$ cat config.mk
export PLATFORM = sky130hd
export DESIGN_NAME = ov5640_cfg_sequencer_flat
export DESIGN_NICKNAME = d
export VERILOG_FILES = /design/src/rtl/ov5640_cfg_pkg.sv /design/src/rtl/ov5640_cfg_sequencer_if.sv /design/src/rtl/ov5640_cfg_sequencer_rom.sv /design/src/rtl/ov5640_cfg_sequencer.sv /design/src/flat_wrapper.sv
export SDC_FILE = /design/constraint.sdc
export NUM_CORES = 1
export LEC_CHECK = 0
export ABC_AREA = 0
export CORE_UTILIZATION = 55
export DETAILED_ROUTE_END_ITERATION = 12
export GPL_TIMING_DRIVEN = 0
export PLACE_DENSITY = 0.76
export SLEW_MARGIN = 30
export SYNTH_ARGS = -nofsm -noshare
export SYNTH_HDL_FRONTEND = slang
export SYNTH_SLANG_ARGS = --single-unit
export TNS_END_PERCENT = 10
$ cat constraint.sdc
create_clock -name clk_sys -period 6.2 [get_ports clk_sys]
set_input_delay 1.24 -clock clk_sys [delete_from_list [all_inputs] [get_ports clk_sys]]
set_output_delay 1.24 -clock clk_sys [all_outputs]
set_load 0.01 [all_outputs]
$ cat src/rtl/ov5640_cfg_pkg.sv
// ov5640_cfg_pkg: shared types and constants for the OV5640 configuration sequencer
package ov5640_cfg_pkg;
  localparam logic [15:0] DELAY_ADDR = 16'hFFFE;
  typedef enum logic [2:0] {
    S_IDLE, S_INIT_FETCH, S_INIT_ISSUE, S_INIT_WAIT, S_DELAY, S_HPS_ISSUE, S_HPS_WAIT
  } state_t;
  typedef struct packed {
    logic [15:0] addr;
    logic [7:0]  data;
  } cfg_word_t;
endpackage

$ cat src/rtl/ov5640_cfg_sequencer_if.sv
// ov5640_cfg_sequencer_if: HPS holding-FIFO handshake and SCCB write-master bus
interface ov5640_cfg_sequencer_if;
  logic        hps_start;
  logic [15:0] hps_address;
  logic [7:0]  hps_data;
  logic        hps_ready;
  logic        sccb_start;
  logic [15:0] sccb_address;
  logic [7:0]  sccb_data;
  logic [1:0]  sccb_cam;
  logic        sccb_done;
  modport master (
    input  hps_start, hps_address, hps_data, sccb_done,
    output hps_ready, sccb_start, sccb_address, sccb_data, sccb_cam
  );
  modport slave (
    output hps_start, hps_address, hps_data, sccb_done,
    input  hps_ready, sccb_start, sccb_address, sccb_data, sccb_cam
  );
endinterface

$ cat src/rtl/ov5640_cfg_sequencer_rom.sv
// ov5640_init_rom: init table ROM, entry i at INIT_TABLE[i*24 +: 24], registered read
module ov5640_init_rom import ov5640_cfg_pkg::*; #(
  parameter int INIT_LEN = 256,
  parameter int AW = 9,
  parameter logic [INIT_LEN*24-1:0] INIT_TABLE = '0
) (
  input  logic          clk,
  input  logic [AW-1:0] addr,
  output cfg_word_t     word
);
  cfg_word_t word_q;
  always_ff @(posedge clk)
    word_q <= (int'(addr) < INIT_LEN) ? cfg_word_t'(INIT_TABLE[int'(addr)*24 +: 24]) : '0;
  assign word = word_q;
endmodule

$ cat src/rtl/ov5640_cfg_sequencer.sv
// ov5640_cfg_sequencer: serialises init-table and HPS register writes onto one SCCB master,
// fanning each write out to the selected cameras, with table-driven ms delays.
module ov5640_cfg_sequencer import ov5640_cfg_pkg::*; #(
  parameter int INIT_LEN = 256,
  parameter logic [15:0] DELAY_ADDR = ov5640_cfg_pkg::DELAY_ADDR,
  parameter int TICKS_PER_MS = 50000,
  parameter int TIMEOUT_CYC = 2000000,
  parameter bit AUTO_INIT = 1'b1,
  parameter logic [INIT_LEN*24-1:0] INIT_TABLE = '0
) (
  input  logic                          clk_sys,
  input  logic                          reset_n,
  input  logic                          init_req,
  input  logic [1:0]                    cam_sel,
  ov5640_cfg_sequencer_if.master        bus,
  output logic                          init_busy,
  output logic                          init_done,
  output logic                          err_timeout,
  output logic                          hps_overflow
);
  localparam int IW = $clog2(INIT_LEN + 1);
  state_t state_q, state_d;
  logic [IW-1:0] idx_q, idx_d;
  cfg_word_t cur_q, cur_d, rom_word;
  cfg_word_t fifo_q [2], fifo_d [2];
  logic [1:0] cnt_q, cnt_d, mask_q, mask_d, cam_bit, sel_mask, rest;
  logic [31:0] tmo_q, tmo_d, dly_q, dly_d;
  logic busy_q, busy_d, done_q, done_d, err_q, err_d, ovf_q, ovf_d, pend_q, pend_d, rdy_q;
  logic pop, push, tmo_hit, issue;

  ov5640_init_rom #(.INIT_LEN(INIT_LEN), .AW(IW), .INIT_TABLE(INIT_TABLE)) u_rom (
    .clk(clk_sys), .addr(idx_d), .word(rom_word)
  );

  assign sel_mask = (cam_sel == 2'b00) ? 2'b11 : cam_sel;
  assign cam_bit  = mask_q[0] ? 2'b01 : 2'b10;
  assign rest     = mask_q & ~cam_bit;
  assign tmo_hit  = tmo_q == 32'(TIMEOUT_CYC - 1);
  assign push     = bus.hps_start && cnt_q != 2'd2;
  assign issue    = state_q == S_INIT_ISSUE || state_q == S_HPS_ISSUE;

  always_comb begin
    state_d = state_q;
    idx_d = idx_q;
    cur_d = cur_q;
    mask_d = mask_q;
    tmo_d = tmo_q;
    dly_d = dly_q;
    busy_d = busy_q;
    done_d = done_q;
    err_d = err_q;
    ovf_d = ovf_q;
    fifo_d = fifo_q;
    pend_d = pend_q | (init_req & ~busy_q);
    pop = 1'b0;
    case (state_q)
      S_IDLE:
        if (pend_q || init_req) begin
          state_d = S_INIT_FETCH;
          idx_d = '0;
          done_d = 1'b0;
          err_d = 1'b0;
          ovf_d = 1'b0;
          busy_d = 1'b1;
          pend_d = 1'b0;
        end else if (cnt_q != 2'd0) begin
          state_d = S_HPS_ISSUE;
          cur_d = fifo_q[0];
          mask_d = sel_mask;
        end
      S_INIT_FETCH:
        if (idx_q == IW'(INIT_LEN)) begin
          state_d = S_IDLE;
          done_d = 1'b1;
          busy_d = 1'b0;
        end else if (rom_word.addr == DELAY_ADDR) begin
          state_d = S_DELAY;
          dly_d = (rom_word.data == 8'd0) ? '0 : 32'(rom_word.data) * 32'(TICKS_PER_MS) - 32'd1;
        end else begin
          state_d = S_INIT_ISSUE;
          cur_d = rom_word;
          mask_d = sel_mask;
        end
      S_INIT_ISSUE, S_HPS_ISSUE: begin
        tmo_d = '0;
        state_d = (state_q == S_INIT_ISSUE) ? S_INIT_WAIT : S_HPS_WAIT;
      end
      S_INIT_WAIT, S_HPS_WAIT: begin
        tmo_d = tmo_q + 32'd1;
        if (bus.sccb_done || tmo_hit) begin
          err_d = err_q | ~bus.sccb_done;
          mask_d = rest;
          if (rest != 2'b00) state_d = (state_q == S_INIT_WAIT) ? S_INIT_ISSUE : S_HPS_ISSUE;
          else if (state_q == S_INIT_WAIT) begin
            state_d = S_INIT_FETCH;
            idx_d = idx_q + IW'(1);
          end else begin
            state_d = S_IDLE;
            pop = 1'b1;
          end
        end
      end
      S_DELAY:
        if (dly_q == '0) begin
          state_d = S_INIT_FETCH;
          idx_d = idx_q + IW'(1);
        end else dly_d = dly_q - 32'd1;
      default: state_d = S_IDLE;
    endcase
    if (pop) fifo_d[0] = fifo_q[1];
    // with a pop in the same cycle the surviving word has already moved to slot 0
    if (push) fifo_d[cnt_q[0] & ~pop] = {bus.hps_address, bus.hps_data};
    cnt_d = cnt_q + 2'(push) - 2'(pop);
    if (bus.hps_start && cnt_q == 2'd2) ovf_d = 1'b1;
  end

  always_ff @(posedge clk_sys or negedge reset_n)
    if (!reset_n) begin
      state_q <= S_IDLE;
      idx_q <= '0;
      cur_q <= '0;
      mask_q <= '0;
      tmo_q <= '0;
      dly_q <= '0;
      busy_q <= 1'b0;
      done_q <= 1'b0;
      err_q <= 1'b0;
      ovf_q <= 1'b0;
      fifo_q <= '{default: '0};
      cnt_q <= '0;
      pend_q <= AUTO_INIT;
      rdy_q <= 1'b0;
    end else begin
      state_q <= state_d;
      idx_q <= idx_d;
      cur_q <= cur_d;
      mask_q <= mask_d;
      tmo_q <= tmo_d;
      dly_q <= dly_d;
      busy_q <= busy_d;
      done_q <= done_d;
      err_q <= err_d;
      ovf_q <= ovf_d;
      fifo_q <= fifo_d;
      cnt_q <= cnt_d;
      pend_q <= pend_d;
      rdy_q <= 1'b1;
    end

  assign bus.hps_ready    = rdy_q && cnt_q == 2'd0 && !bus.hps_start;
  assign bus.sccb_start   = issue;
  assign bus.sccb_address = cur_q.addr;
  assign bus.sccb_data    = cur_q.data;
  assign bus.sccb_cam     = (issue || state_q == S_INIT_WAIT || state_q == S_HPS_WAIT) ? cam_bit : 2'b00;
  assign init_busy        = busy_q;
  assign init_done        = done_q;
  assign err_timeout      = err_q;
  assign hps_overflow     = ovf_q;
endmodule

$ cat src/flat_wrapper.sv
// flat-port wrapper written by rule: the top's interface ports become plain ports
module ov5640_cfg_sequencer_flat import ov5640_cfg_pkg::*;
#(
  parameter int INIT_LEN = 256,
  parameter logic [15:0] DELAY_ADDR = ov5640_cfg_pkg::DELAY_ADDR,
  parameter int TICKS_PER_MS = 50000,
  parameter int TIMEOUT_CYC = 2000000,
  parameter bit AUTO_INIT = 1'b1,
  parameter logic [INIT_LEN*24-1:0] INIT_TABLE = '0
)
  (clk_sys, reset_n, init_req, cam_sel, init_busy, init_done, err_timeout, hps_overflow, bus_hps_start, bus_hps_address, bus_hps_data, bus_sccb_done, bus_hps_ready, bus_sccb_start, bus_sccb_address, bus_sccb_data, bus_sccb_cam);
  ov5640_cfg_sequencer_if bus_i ();
  input  logic clk_sys;
  input  logic reset_n;
  input  logic init_req;
  input  logic [1:0] cam_sel;
  output logic init_busy;
  output logic init_done;
  output logic err_timeout;
  output logic hps_overflow;
  input wire logic [$bits(bus_i.hps_start)-1:0] bus_hps_start;
  input wire logic [$bits(bus_i.hps_address)-1:0] bus_hps_address;
  input wire logic [$bits(bus_i.hps_data)-1:0] bus_hps_data;
  input wire logic [$bits(bus_i.sccb_done)-1:0] bus_sccb_done;
  output wire logic [$bits(bus_i.hps_ready)-1:0] bus_hps_ready;
  output wire logic [$bits(bus_i.sccb_start)-1:0] bus_sccb_start;
  output wire logic [$bits(bus_i.sccb_address)-1:0] bus_sccb_address;
  output wire logic [$bits(bus_i.sccb_data)-1:0] bus_sccb_data;
  output wire logic [$bits(bus_i.sccb_cam)-1:0] bus_sccb_cam;
  assign bus_i.hps_start = bus_hps_start;
  assign bus_i.hps_address = bus_hps_address;
  assign bus_i.hps_data = bus_hps_data;
  assign bus_i.sccb_done = bus_sccb_done;
  assign bus_hps_ready = bus_i.hps_ready;
  assign bus_sccb_start = bus_i.sccb_start;
  assign bus_sccb_address = bus_i.sccb_address;
  assign bus_sccb_data = bus_i.sccb_data;
  assign bus_sccb_cam = bus_i.sccb_cam;
  ov5640_cfg_sequencer #(.INIT_LEN(INIT_LEN), .DELAY_ADDR(DELAY_ADDR), .TICKS_PER_MS(TICKS_PER_MS), .TIMEOUT_CYC(TIMEOUT_CYC), .AUTO_INIT(AUTO_INIT), .INIT_TABLE(INIT_TABLE)) u_core (.clk_sys(clk_sys), .reset_n(reset_n), .init_req(init_req), .cam_sel(cam_sel), .bus(bus_i), .init_busy(init_busy), .init_done(init_done), .err_timeout(err_timeout), .hps_overflow(hps_overflow));
endmodule
After elaboration in Yosys (flattened, before gate mapping) --
Index checks and enable logic that the tools add are counted.
Word-level totals: input bits 31, word-level logic and storage cells 156, register bits 182, output and inout bits 32
Cells by class: reductions and logical operators 34, $lt $le $gt $ge 3, shift-type cells 1, multiplexer cells 58, equality and inequality tests 22, $mul 2, bitwise operators 10, $add $sub $neg 6
Operator list (count):
- 6144-bit by 15-bit indexed part select with 24-bit output (first input constant) | 1
- 24-bit 2-to-1 mux | 6
- 32-bit 2-to-1 mux | 4
- 32-bit case mux with 2 select lines | 2
- 48-bit bitwise mux | 1
- 48-bit 2-to-1 mux | 1
- 24-bit case mux with 2 select lines | 1
- 9-bit 2-to-1 mux | 5
- 32-bit by 1-bit adder with 32-bit output (second input constant) | 1
- 32-bit by 21-bit equality test with 1-bit output (second input constant) | 1
- 32-bit logical NOT | 1
- 32-bit by 1-bit subtractor with 32-bit output (second input constant) | 1
- 3-bit 2-to-1 mux | 9
- 9-bit case mux with 3 select lines | 1
- 24-bit by 1-bit subtractor with 25-bit output (second input constant) | 1
- 24-bit demux with 1-bit select | 1
- 8-bit by 12-bit multiplier with 20-bit output (second input constant) | 1
- 16-bit equality test (second input constant) | 1
- 2-bit 2-to-1 mux | 8
- 2-bit nonzero test | 8
- 3-bit case mux with 5 select lines | 1
- 1-bit 2-to-1 mux | 14
- 2-bit by 1-bit != test with 1-bit output (second input constant) | 6
- 9-bit by 2-bit multiplier with 11-bit output (second input constant) | 1
- 34 further kinds | 59

Longest topological paths before layout --
depth after elaboration 16, mapped depth 14, gate-level depth less buffers 9

Modules after synthesis --
A second synthesis with hierarchy kept.
Unflattened totals: cell total of the unflattened synthesis 1115, area total of the unflattened synthesis 10027.1 um^2
Modules (own cells, without submodules):
- ov5640_cfg_sequencer | cells an instance 1090, sequential area each 3955.0 um^2, area each 9843.2 um^2, instances 1
- ov5640_init_rom | cells an instance 25, sequential area each 0.0 um^2, area each 183.9 um^2, instances 1

Worst setup path before layout --
Ideal clock, no wire load.
path kind register to register, start point register u_core.tmo_q[9], end point register u_core.fifo_q[0] in the netlist's numbering, path buffers 3, required time 6075 ps, cell stages (with the launch flop) 12, clock period less this slack 3105 ps, setup time 125 ps, arrival 2980 ps, setup slack 3095 ps, cell sequence dfrtp_1 -> nor4b_2 -> nand4_1 -> o41ai_4 -> and3_4 -> buf_12 -> buf_12 -> inv_1 -> ha_1 -> nand2_1 -> buf_1 -> mux2_2
On the way: word-level cells in the longest chain between the ends 12, elaborated cells between the ends (all ways) 13, classes of those cells order compare: 2; eq/ne: 1; mux: 5; bitwise: 3; reduce/logical: 2
RTL lines:
- start, declared | RTL line ov5640_cfg_sequencer.sv:27 | logic [31:0] tmo_q, tmo_d, dly_q, dly_d;
- start signal, assigned | RTL line ov5640_cfg_sequencer.sv:138 | tmo_q <= tmo_d;
- 32-bit by 21-bit equality test with 1-bit output (*) | RTL line ov5640_cfg_sequencer.sv:38 | assign tmo_hit = tmo_q == 32'(TIMEOUT_CYC - 1);
- 1-bit logical OR (*) | RTL line ov5640_cfg_sequencer.sv:90 | if (bus.sccb_done || tmo_hit) begin
- 1-bit 2-to-1 mux (*) | RTL line ov5640_cfg_sequencer.sv:90
- 1-bit 2-to-1 mux (*) | RTL line ov5640_cfg_sequencer.sv:56 | case (state_q)
- 1-bit NOT (*) | RTL line ov5640_cfg_sequencer.sv:112 | if (push) fifo_d[cnt_q[0] & ~pop] = {bus.hps_address, bus.hps_data};
- 1-bit bitwise AND (*) | RTL line ov5640_cfg_sequencer.sv:112
- 1-bit NOT with 2-bit output (*) | RTL line ov5640_cfg_sequencer.sv:112
- 2-bit greater-or-equal comparator (not written as such) / 2-bit by 1-bit less-than comparator with 1-bit output (equally long branches) | RTL line ov5640_cfg_sequencer.sv:112
- 1-bit logical AND (not written as such) | RTL line ov5640_cfg_sequencer.sv:112
- 24-bit 2-to-1 mux (not written as such) | RTL line ov5640_cfg_sequencer.sv:112
- 24-bit demux with 1-bit select (*) | RTL line ov5640_cfg_sequencer.sv:112
- 48-bit bitwise mux (*) | RTL line ov5640_cfg_sequencer.sv:112
- end signal, assigned | RTL line ov5640_cfg_sequencer.sv:144 | fifo_q <= fifo_d;
- end, declared | RTL line ov5640_cfg_sequencer.sv:25 | cfg_word_t fifo_q [2], fifo_d [2];
Every way passes the cells marked *; elsewhere a longest branch is shown, timed or not. A chain may end at the register's enable or synchronous reset.

Final worst setup path --
start point register u_core.state_q[0], end point output port bus_sccb_cam[1]
On the way: word-level cells in the longest chain between the ends 5, elaborated cells between the ends (all ways) 8, classes of those cells eq/ne: 4; mux: 1; reduce/logical: 3
RTL lines:
- start, declared | RTL line ov5640_cfg_sequencer.sv:22 | state_t state_q, state_d;
- start signal, assigned | RTL line ov5640_cfg_sequencer.sv:134 | state_q <= state_d;
- 3-bit by 2-bit equality test with 1-bit output / 3-bit equality test (equally long branches) | RTL line ov5640_cfg_sequencer.sv:40 | assign issue = state_q == S_INIT_ISSUE || state_q == S_HPS_ISSUE;
- 1-bit logical OR | RTL line ov5640_cfg_sequencer.sv:40
- 1-bit logical OR | RTL line ov5640_cfg_sequencer.sv:154 | assign bus.sccb_cam = (issue || state_q == S_INIT_WAIT || state_q == S_HPS_WAIT) ? cam_bit : 2'b00;
- 1-bit logical OR (*) | RTL line ov5640_cfg_sequencer.sv:154
- 2-bit 2-to-1 mux (*) | RTL line ov5640_cfg_sequencer.sv:154
- end, declared | RTL line flat_wrapper.sv:29 | output wire logic [$bits(bus_i.sccb_cam)-1:0] bus_sccb_cam;
Marked as above.

==> flow_metrics.py <==
metrics = {
    "synthesis": {
        "syn_nets": 783,
        "synth_cell_types": 58,
        "synth_cells": 740,
        "yosysWarnings": 0,
        "synth_edf_count": 0,
        "ys_seq_elements": 158,
        "avgSynthCellArea_um2": 10.1,
        "netlist_area_mm2": 0.00749,
        "synthArstFlopShare": 1.00,
        "synth_top_flop_cell": "dfrtp_1",
        "seq_area_frac_synth": 0.528,
    },
    "final_layout": {
        "mostFrequentLayoutCell": "dfrtp_1",
        "utilization": 0.676,
        "syn2layout_area_growth_pct": 19.5,
        "final_cell_area_mm2": 0.00895,
        "drive_above_1_share": 0.0934,
        "layoutNonFillerInstCount": 1011,
        "n_antenna_cell": 0,
        "final_cell_mix": "dfrtp_1, nand2_1, o21ai_0, clkdlybuf4s50_1, nor2_1",
        "num-nets-final": 865,
    },
    "grt": {
        "grt_pass1_wl_um": 27700,
        "grt_max_degree": 84,
        "track_usage": 0.250,
        "grt_pass1_vias": 5743,
        "grt_antenna_before_repair": 0,
        "globalRouteOverflowTotal": 0,
    },
    "critical_path": {
        "rrSetupSlack_ps": 2280,
        "startpoint_type": "register",
        "crit_type": "register to primary output",
        "worstReg2RegStart": "u_core.tmo_q[12]",
        "worstSetupEndpointType": "primary output",
        "worstRegToRegCells": 13,
        "crit_arrival_ps": 2880,
        "worstPathRequired_ps": 4960,
        "crit_path_max_fanout": 10,
        "r2r-end": "u_core.fifo_q[42]",
    },
    "sta": {
        "rsz0062_at_grt": "false",
        "timing.fmax_mhz": 243,
        "fin_ws_ps": 2080,
        "holdWs_ps": 459,
        "fin_tns_setup_ps": 0,
        "slew-limit-headroom": 0.449,
        "tightest_slew_ps": 821,
        "hold_violations": 0,
        "period_needed_ps": 4120,
        "clock_skew_ps": 10.1,
        "setup_viol": 0,
        "slew_violations": 0,
        "post-route-period-util": 0.664,
    },
    "clocking": {
        "hold_buffers": 0,
        "htreeDepth": 4,
        "cts_buffers": 17,
        "postCtsResizedCells": 0,
        "clk_path_buf_depth": 2,
        "cts_root_buffer": "clkbuf_16",
        "cts_tree": "built",
        "post_cts_buffers": 0,
        "path_clk_slew_ps": 60,
        "cts_sinks": 158,
        "clkLatencyLatePin_ps": 430,
    },
    "job": {
        "maxCapViolations": 0,
    },
    "routing": {
        "drt-vias-per-instance": 5.71,
        "ant_nets": 0,
        "via_count": 5774,
        "wire_per_inst_um": 16.3,
        "first_pass_iters": 4,
        "drt-initial-drc-count": 478,
        "drc": 0,
        "routed_wl_um": 16500,
    },
    "floorplanning": {
        "fp.dieH_um": 119,
        "initial_core_util": 0.566,
        "num_rows": 42,
        "coreArea_mm2": 0.0132,
        "die_area_mm2": 0.0141,
        "die_x_um": 119,
        "num_io_pins": 63,
    },
    "worst_hold_path": {
        "whs_path_depth": 1,
        "min_to": "u_core.dly_q[31]",
        "hold_path_startpoint": "u_core.dly_q[31]",
        "hold_class": "register to register",
    },
    "power_and_ir_drop": {
        "vdd_ir_drop_max_v": 0.000290,
        "p_leak_nw": 4.10,
        "pwr_density_cell_mw_per_mm2": 423,
        "power.total_mw": 3.79,
    },
    "placement": {
        "dpl_cell_area_mm2": 0.00836,
        "gp_congestion": 0.830,
        "post-place-cells": 979,
        "numPortBuffers": 62,
        "post-place-ws_ps": 2000,
        "dpl.hpwl_um": 11400,
    },
    "outcome": {
        "status": "completed",
    },
}
## where the power goes
part	total (mW)	internal [mW]	switching, mW
logic	1.30	0.564	0.732
registers	1.47	1.30	0.162
clock network	1.03	0.605	0.421
## cell families after synthesis
kind of cell,Yosys count,share of synthesized area
buf+inv,53,0.0336
fa+ha+maj,12,0.0200
mux,62,0.0872
other cells,1,0.000501
compound gates,135,0.105
flops,158,0.528
simple gates,287,0.188
xor+xnor,32,0.0374
## flip-flops by register name, indices dropped and copies added, names as in the netlist
signal                   count
u_core.fifo_q               48
u_core.dly_q                32
u_core.tmo_q                32
u_core.bus.sccb_address     16
u_core.idx_q                 9
u_core.bus.sccb_data         8
u_core.state_q               3
u_core.cnt_q                 2
u_core.mask_q                2
u_core.err_timeout           1
u_core.hps_overflow          1
u_core.init_busy             1
u_core.init_done             1
u_core.pend_q                1
u_core.rdy_q                 1
## cells in the mapped netlist, drive strengths merged (3+ instances only)
cell type    n  area (um2)
and2         6        37.5
xnor2       11        96.3
nor2        38         143
buf          9        86.3
a31oi        5        31.3
ha          12         150
nor2b        3        18.8
o211ai       4        30.0
mux2i       36         360
o31ai        6        45.0
or3          4        25.0
mux2        26         293
nor4        20         144
nor3        13        76.3
nand3       30         150
and3        14        92.6
nand4       13        81.3
and4         4        35.0
clkbuf      21        78.8
nand2      125         469
or2          4        25.0
dfrtp      157        3930
or4          3        22.5
xor2        21         184
inv         23        86.3
o41ai        3        45.1
a21oi       12        60.1
o21ai       90         454
## area by class of cell
type | count | area, um2
Buffer | 30 | 165
Clock buffer | 20 | 447
Clock inverter | 12 | 138
Fill cell | 1023 | 4290
Inverter | 23 | 86.3
Multi-Input combinational cell | 529 | 3280
Sequential cell | 158 | 3960
Tap cell | 176 | 220
Timing Repair Buffer | 63 | 653
## critical path: stages (launching register included)
cell,delay [ps]
dfrtp_1,350
buf_2,170
xor2_1,350
and2_1,230
clkbuf_1,390
nor2_1,270
nor2_1,150
clkdlybuf4s50_1,540
## worst max path at each step
stage,startpoint,endpoint,slack (ps),cells past startpoint
floorplan,u_core.tmo_q[9],u_core.fifo_q[0],3090,11
global placement,reset_n,u_core.fifo_q[17],-2240,1
detailed placement,bus_sccb_done,u_core.fifo_q[42],2000,13
CTS,u_core.state_q[0],bus_sccb_cam[1],2080,7
global route,u_core.state_q[0],bus_sccb_cam[1],1980,7
finish,u_core.state_q[0],bus_sccb_cam[1],2080,7
## metal layers
metal,track usage,wire length [um],up-vias
met4,0.106,365,0
met5,0,0,-
li1,-,-,2770
met3,0.0560,631,33
met2,0.400,7980,146
met1,0.327,7550,2825
Power figures use the tool's default switching activity.
